File: src/rtl/core_div_pkg.sv
// Shared definitions for the iterative radix-2 restoring divider.
// Contents: control encodings (DIV/DIVU/REM/REMU and W aliases), the
// sequencer state enum, and the iteration-counter width helper.
package core_div_pkg;

    // i_control encodings; bit 1 selects remainder, bit 0 selects unsigned
    localparam logic [1:0] CTL_DIV   = 2'b00;
    localparam logic [1:0] CTL_DIVU  = 2'b01;
    localparam logic [1:0] CTL_REM   = 2'b10;
    localparam logic [1:0] CTL_REMU  = 2'b11;

    // W forms share the encoding; i_isword distinguishes them
    localparam logic [1:0] CTL_DIVW  = CTL_DIV;
    localparam logic [1:0] CTL_DIVUW = CTL_DIVU;
    localparam logic [1:0] CTL_REMW  = CTL_REM;
    localparam logic [1:0] CTL_REMUW = CTL_REMU;

    typedef enum logic [2:0] {
        IDLE,
        PREP,
        CALC,
        FIX,
        DONE
    } div_state_t;

    // Counter must hold the value XLEN itself
    function automatic int unsigned cnt_width(input int unsigned xlen);
        return $clog2(xlen + 1);
    endfunction

endpackage

File: src/rtl/core_div_step.sv
// One restoring shift-subtract iteration (combinational).
// Ports:
//   i_rem  partial remainder (always < divisor)
//   i_quo  dividend/quotient shift register; MSB is the next dividend bit
//   i_div  divisor magnitude
//   o_rem  next partial remainder
//   o_quo  next quotient register, new quotient bit shifted in at LSB
module core_div_step #(
    parameter int unsigned XLEN = 64
) (
    input  logic [XLEN-1:0] i_rem,
    input  logic [XLEN-1:0] i_quo,
    input  logic [XLEN-1:0] i_div,
    output logic [XLEN-1:0] o_rem,
    output logic [XLEN-1:0] o_quo
);

    logic [XLEN:0]   w_shift;
    logic [XLEN-1:0] w_sub;
    logic            w_ge;

    assign w_shift = {i_rem, i_quo[XLEN-1]};
    assign w_ge    = (w_shift >= {1'b0, i_div});
    // When w_ge holds the true difference is < i_div, so the low XLEN bits are exact
    assign w_sub   = w_shift[XLEN-1:0] - i_div;

    assign o_rem = w_ge ? w_sub : w_shift[XLEN-1:0];
    assign o_quo = {i_quo[XLEN-2:0], w_ge};

endmodule

File: src/rtl/core_div_ctrl.sv
// Sequencer for the iterative radix-2 restoring divider (RV64M DIV/DIVU/REM/REMU
// and W forms): operand conditioning, iteration, sign fix-up, W sign-extension
// and the divide-by-zero / signed-overflow special cases.
// Optional build macro: CORE_DIV_EARLY_OUT_EN skips iteration when |a| < |b|.
// Ports:
//   i_clk, i_rst_n      clock, synchronous active-low reset
//   i_flush             abort any op in flight
//   i_req_valid/o_req_ready   issue handshake; i_srcA, i_srcB, i_control, i_isword payload
//   o_res_valid/i_res_ready   writeback handshake; o_result payload
//   o_busy              state other than IDLE
module core_div_ctrl
    import core_div_pkg::*;
#(
    parameter int unsigned XLEN = 64
) (
    input  logic            i_clk,
    input  logic            i_rst_n,
    input  logic            i_flush,
    input  logic            i_req_valid,
    output logic            o_req_ready,
    input  logic [XLEN-1:0] i_srcA,
    input  logic [XLEN-1:0] i_srcB,
    input  logic [1:0]      i_control,
    input  logic            i_isword,
    output logic            o_res_valid,
    input  logic            i_res_ready,
    output logic [XLEN-1:0] o_result,
    output logic            o_busy
);

    localparam int unsigned HALF  = XLEN / 2;
    localparam int unsigned CNT_W = cnt_width(XLEN);

    div_state_t      r_state, w_state_nxt;
    logic [XLEN-1:0] r_a, r_b;
    logic [1:0]      r_ctl;
    logic            r_isword;
    logic [XLEN-1:0] r_rem, r_quo, r_div;
    logic [CNT_W-1:0] r_cnt;
    logic            r_q_neg, r_r_neg;
    logic [XLEN-1:0] r_result;
    logic            r_res_valid, r_busy, r_req_ready;

    logic            w_accept, w_signed;
    logic [XLEN-1:0] w_a_ext, w_b_ext, w_abs_a, w_abs_b, w_min;
    logic            w_a_neg, w_b_neg, w_div_zero, w_ovf, w_special, w_early;
    logic [XLEN-1:0] w_step_rem, w_step_quo, w_q_fix, w_r_fix, w_sel;
    logic [CNT_W-1:0] w_n;

    // Narrow a result to the W width when required
    function automatic logic [XLEN-1:0] fmt_res(input logic [XLEN-1:0] v, input logic w);
        return w ? {{HALF{v[HALF-1]}}, v[HALF-1:0]} : v;
    endfunction

    assign w_accept = i_req_valid & r_req_ready & ~i_flush;
    assign w_signed = ~r_ctl[0];

    // Operand conditioning: extend W operands, then take magnitudes for signed ops
    assign w_a_ext = r_isword ? (w_signed ? {{HALF{r_a[HALF-1]}}, r_a[HALF-1:0]}
                                          : {{HALF{1'b0}}, r_a[HALF-1:0]}) : r_a;
    assign w_b_ext = r_isword ? (w_signed ? {{HALF{r_b[HALF-1]}}, r_b[HALF-1:0]}
                                          : {{HALF{1'b0}}, r_b[HALF-1:0]}) : r_b;
    assign w_a_neg = w_signed & w_a_ext[XLEN-1];
    assign w_b_neg = w_signed & w_b_ext[XLEN-1];
    assign w_abs_a = w_a_neg ? -w_a_ext : w_a_ext;
    assign w_abs_b = w_b_neg ? -w_b_ext : w_b_ext;

    // Most-negative value at the operating width, as seen after extension
    assign w_min      = r_isword ? {{(HALF+1){1'b1}}, {(HALF-1){1'b0}}}
                                 : {1'b1, {(XLEN-1){1'b0}}};
    assign w_div_zero = (w_b_ext == '0);
    assign w_ovf      = w_signed & (w_b_ext == '1) & (w_a_ext == w_min);
    assign w_special  = w_div_zero | w_ovf;
    assign w_n        = r_isword ? CNT_W'(HALF) : CNT_W'(XLEN);

`ifdef CORE_DIV_EARLY_OUT_EN
    assign w_early = (w_abs_a < w_abs_b);
`else
    assign w_early = 1'b0;
`endif

    core_div_step #(.XLEN(XLEN)) u_step (
        .i_rem (r_rem),
        .i_quo (r_quo),
        .i_div (r_div),
        .o_rem (w_step_rem),
        .o_quo (w_step_quo)
    );

    // Sign fix-up and result selection
    assign w_q_fix = r_q_neg ? -r_quo : r_quo;
    assign w_r_fix = r_r_neg ? -r_rem : r_rem;
    assign w_sel   = r_ctl[1] ? w_r_fix : w_q_fix;

    // State register
    always_ff @(posedge i_clk) begin
        if (!i_rst_n) r_state <= IDLE;
        else          r_state <= w_state_nxt;
    end

    // Next-state logic; flush overrides every transition
    always_comb begin
        w_state_nxt = r_state;
        if (i_flush) begin
            w_state_nxt = IDLE;
        end else begin
            case (r_state)
                IDLE: if (i_req_valid) w_state_nxt = PREP;
                PREP: begin
                    if (w_special)    w_state_nxt = DONE;
                    else if (w_early) w_state_nxt = FIX;
                    else              w_state_nxt = CALC;
                end
                CALC: if (r_cnt == CNT_W'(1)) w_state_nxt = FIX;
                FIX:  w_state_nxt = DONE;
                DONE: if (i_res_ready) w_state_nxt = IDLE;
                default: w_state_nxt = IDLE;
            endcase
        end
    end

    // Handshake/status outputs registered from the next state
    always_ff @(posedge i_clk) begin
        if (!i_rst_n) begin
            r_res_valid <= 1'b0;
            r_busy      <= 1'b0;
            r_req_ready <= 1'b1;
        end else begin
            r_res_valid <= (w_state_nxt == DONE);
            r_busy      <= (w_state_nxt != IDLE);
            r_req_ready <= (w_state_nxt == IDLE);
        end
    end

    // Operand capture, iteration datapath and result register
    always_ff @(posedge i_clk) begin
        if (!i_rst_n) begin
            r_a      <= '0;
            r_b      <= '0;
            r_ctl    <= '0;
            r_isword <= 1'b0;
            r_rem    <= '0;
            r_quo    <= '0;
            r_div    <= '0;
            r_cnt    <= '0;
            r_q_neg  <= 1'b0;
            r_r_neg  <= 1'b0;
            r_result <= '0;
        end else begin
            if (w_accept) begin
                r_a      <= i_srcA;
                r_b      <= i_srcB;
                r_ctl    <= i_control;
                r_isword <= i_isword;
            end
            case (r_state)
                PREP: begin
                    r_q_neg <= w_a_neg ^ w_b_neg;
                    r_r_neg <= w_a_neg;
                    r_div   <= w_abs_b;
                    r_cnt   <= w_n;
                    if (w_early) begin
                        r_rem <= w_abs_a;
                        r_quo <= '0;
                    end else begin
                        r_rem <= '0;
                        // W dividend is aligned to the MSB so iteration starts at bit HALF-1
                        r_quo <= r_isword ? (w_abs_a << HALF) : w_abs_a;
                    end
                    if (w_div_zero)
                        r_result <= fmt_res(r_ctl[1] ? w_a_ext : '1, r_isword);
                    else if (w_ovf)
                        r_result <= fmt_res(r_ctl[1] ? '0 : w_a_ext, r_isword);
                end
                CALC: begin
                    r_rem <= w_step_rem;
                    r_quo <= w_step_quo;
                    r_cnt <= r_cnt - CNT_W'(1);
                end
                FIX: r_result <= fmt_res(w_sel, r_isword);
                default: ;
            endcase
        end
    end

    assign o_req_ready = r_req_ready;
    assign o_res_valid = r_res_valid;
    assign o_busy      = r_busy;
    assign o_result    = r_result;

endmodule

File: config.mk
export PLATFORM = sky130hd
export DESIGN_NAME = core_div_ctrl
export DESIGN_NICKNAME = d
export VERILOG_FILES = /design/src/rtl/core_div_pkg.sv /design/src/rtl/core_div_step.sv /design/src/rtl/core_div_ctrl.sv
export SDC_FILE = /design/constraint.sdc
export NUM_CORES = 2
export LEC_CHECK = 0
export ABC_AREA = 1
export ABC_CLOCK_PERIOD_IN_PS = 2500
export BUFFER_PORTS_ARGS = -buffer_cell sky130_fd_sc_hd__buf_2
export CORE_MARGIN = 5
export CORE_UTILIZATION = 50
export CTS_CLUSTER_SIZE = 14
export DETAILED_ROUTE_END_ITERATION = 16
export PLACE_DENSITY = 0.68
export SLEW_MARGIN = 20
export SYNTH_ARGS = -nofsm -noshare
export SYNTH_HDL_FRONTEND = slang
export SYNTH_HIERARCHICAL = 1
export SYNTH_SLANG_ARGS = --single-unit
File: constraint.sdc
create_clock -name i_clk -period 2.5 [get_ports i_clk]
set_input_delay 0.5 -clock i_clk [delete_from_list [all_inputs] [get_ports i_clk]]
set_output_delay 0.5 -clock i_clk [all_outputs]
set_load 0.01 [all_outputs]
==> results.md <==
- Outcome: finished with violations
- Failing checks: negative setup slack
- Post-synth top area share: between 20% and 30%
- Fill cells: around 5700
- Endpoints failing setup: 121
- Worst-Margin Slew: 0.720 ns
- Detail Route Antenna Nets: 0
- Core area: 67000 um2
- Worst vdd ir: 580 uV
- Hpwl dp: 134000 um
- Clock root buffer: clkbuf_16
- Gate power share: 37.1%
- H-tree depth: 2
- Final Cycle Share: 110%
- Number of buffers inserted by hold repair at cts: 0
- Clock Skew: 0.0459 ns
- Design area: 48200 um2
- CP startpoint kind: flip-flop
- # rows: 95
- Hold violation count in the final report: 0
- DRT Wirelength: about 180000 um
- Cell breakdown of the critical path: inv_2 -> ha_4 -> buf_4 -> nand2_1 -> nand2_1 -> nand2_1 -> nand2_1 -> inv_1 -> nand2_1 -> a21oi_1 -> nand2_4 -> nand2_1 -> nand2_1 -> nand2_1 -> nand3_2 -> nand2_1 -> nand2_1 -> a21oi_2
- Arrival time worst endpoint: 3.28 ns
- Pint: 0.0145 W
- Most common cell after layout, fill and taps aside: nand2_1
- Placed insts: ~7600
- Crit path largest cell delay: between 0.3 and 0.4 ns
- Routability cong.: 1.11
- Net Sw Frac: roughly two fifths
- Power share of the clock group: 33.2%
- Clk slew on worst S/H paths: 0.06 ns
- Total number of vias: 46400
- Syn Area/Cell: 5.59 um2
- Routed vias/inst: 5.91
- IO Count: around 200
- Max Cap Viol: 0
- Area Overhead vs Synth: 42.9%
- Hold EP: r_a[28]$_SDFFE_PN0P_
- WS Path Type: reg2reg
- Initial DRC count: 7304
- Most used cell, CP: nand2_1
- Hold Path Cell Cnt: 3
- Vias in the first global route: 41000
- Die height: roughly 270 um
- Synthesized Nets: about 6200
- Global-route wire length before repair: 252000 um
- PortBufs: 202
- Cell Pwr Density: ~490 nW/um2
- Non-Filler Instances: 7849
- EDFF count, synth: 0
- Static Leak: about 24 nW
- Sequential cell area: 8140 um2
- Seq pwr share: 29.7%
- Worst r2r src: r_div[27]$_SDFFE_PN0P_
- #FFs+latches synth: 402
- Max frequency: around 360 MHz
- Most frequent cells in the layout: nand2_1 (1727), buf_4 (833), inv_1 (643), nor2_1 (618), o21ai_0 (405)
- Critical path required time: 3.04 ns
- Global route overflow: 0
- Antenna Cells: 0
- Pre-antenna DRT Iters: 9
- Die W: about 270 um
- RSZ-0062 raised after global routing: true
- Mapped Area: 33700 um2
- Initial antenna violation count: 6
- Top cells by area, synth: dfxtp_1 (24%), nand2_1 (21%), nor2_1 (7.9%)
- Number of CTS-inserted buffers: 48
- CP Max Fanout: 3
- Starting Density: between 50% and 60%
- Worst rel slew slack: 52.0%
- Reg2reg setup slack: -0.24 ns
- Area of the multi-input gates: 24600 um2
- Switch Pwr: around 0.009 W
- Final worst setup slack: -0.242 ns
- Hold Startpoint: i_srcA[28]
- Primary FF master, synth: dfxtp_1
- CTS sink count: roughly 400
- Final net count: 7146
- CP endpoint kind: flip-flop
- Post-synthesis cell count: 6031
- CTS tree: built
- Die ar.: 72700 um2
- GRT Resource Usage Total: 44.4%
- Yosys warnings: 6
- RR Endpoint: r_rem[62]$_SDFFE_PN0P_
- CTS max path bufs: 3
- Class of the worst hold path: in2reg
- Final Max Tran Viols: 0
- Slowest CP cell: dfxtp_2
- Sequential element share of the synthesized area: a little under a quarter
- DRC: 0
- Largest net degree at the start of global routing: 113
- WL per Instance: 23.0 um
- R2r worst-path depth: 18
- Share of cells above drive strength 1: between 30% and 40%
- Instance area at placement: 41000 um2
- Skew-Pair Late Insertion Delay: ~0.64 ns
- Yosys top cell by area: dfxtp_1
- Unique masters post-synth: 55
- Crit path time final: 2.74 ns
- Share of flip-flops with an asynchronous set or reset: 0%
-- logic make-up after synthesis --
kind of cell             synth area share, %
AND/OR/NAND/NOR                         41.0
buffers and inverters                   13.2
adder cells (fa/ha/maj)                 2.69
flip-flops                              23.9
XOR/XNOR                                2.62
AO/OA/AOI/OAI                           16.6
-- synthesized netlist by cell type, types with 5 or more instances --
cell and instances:
buf_6 8, o22ai_1 11, nand2_1 1918, ha_1 71, xnor2_1 11, or2_2 20
a31oi_1 37, nand2_2 24, buf_1 27, nand4_1 86, a21oi_1 411, nand3b_1 27
o21ai_0 446, dfxtp_1 402, a22oi_1 8, o21ai_1 28, buf_2 25, buf_4 68
o221ai_1 25, inv_2 44, nor4_1 10, and3_1 5, clkinv_1 6, o21a_1 18
clkbuf_1 185, nand3_1 429, o21bai_1 12, nor3_1 65, inv_1 708, a21o_1 9
xor2_1 90, nor2_1 711, nor2_4 8, nor2_2 20, o211ai_1 19
-- area by class of cell --
type	instances	area share, %
Multi-Input combinational cell	4554	51.1
Timing Repair inverter	1	0.0104
Clock buffer	56	2.64
Clock inverter	32	0.891
Tap cell	873	2.27
Sequential cell	402	16.9
Timing Repair Buffer	1173	20.2
Inverter	758	6.00
-- critical path: cells and delay by family (launching register included) --
family	cells	cell delay [ns]
compound gates	2	0.38
buf+inv	3	0.49
simple gates	12	1.22
flops	1	0.32
fa+ha+maj	1	0.24
-- timing repair --
item	CTS	global route
buffers inserted	60	59
cloned	19	14
resized for setup	381	650
setup endpoints to repair	142	182
pin swaps	124	219
-- routing by layer --
metal / global-route usage [%] / vias up / wire, um
met5: 0 / - / 36
met4: 18.4 / 6 / 10900
met3: 15.6 / 783 / 28400
met2: 63.0 / 3466 / 71000
met1: 61.2 / 21100 / 70000
li1: - / 21000 / -
-- worst max path at each step --
stage | start | to | slack [ns]
2_1_floorplan | r_b[0]$_SDFFE_PN0P_ | o_result[41]$_SDFFE_PN0P_ | 0.19
3_3_place_gp | r_isword$_SDFFE_PN0P_ | r_quo[51]$_SDFFE_PN0P_ | -0.34
3_5_place_dp | r_isword$_SDFFE_PN0P_ | r_quo[59]$_SDFFE_PN0P_ | -0.31
4_1_cts | r_div[58]$_SDFFE_PN0P_ | r_rem[42]$_SDFFE_PN0P_ | -0.12
5_1_grt | r_div[27]$_SDFFE_PN0P_ | r_rem[62]$_SDFFE_PN0P_ | -0.32
6_report | r_div[27]$_SDFFE_PN0P_ | r_rem[62]$_SDFFE_PN0P_ | -0.24
-- power by group through the flow --
stage	clock (W)	combinational (W)	sequential [W]
2_1_floorplan	0	0.00379	0.00698
3_3_place_gp	0	0.00719	0.00705
3_5_place_dp	0	0.00720	0.00706
4_1_cts	0.00774	0.00766	0.00693
5_1_grt	0.00803	0.00914	0.00698
6_report	0.00780	0.00870	0.00697
-- state kept, by name, indices dropped and copies added (netlist names) --
signal       cells
r_r_neg          1
o_result        64
r_quo           64
r_rem           64
r_isword         1
r_div           64
o_busy           1
r_state          3
r_b             64
r_a             64
r_cnt            7
o_res_valid      1
r_q_neg          1
o_req_ready      1
r_ctl            2
-- stage by stage --
step,total power (W),worst slack [ns],hold slack (ns),TNS [ns],util (%)
finish,0.0235,-0.242,0.118,-11.53,71.9
global route,0.0242,-0.324,0.140,-21.70,71.9
CTS,0.0223,-0.119,0.111,-5.41,67.6
detailed placement,0.0143,-0.309,0.472,-20.34,61.2
global placement,0.0142,-0.342,0.461,-21.31,61.2
floorplan,0.0108,0.191,0.439,0,-
No activity file was read; power rests on OpenSTA's default activity.
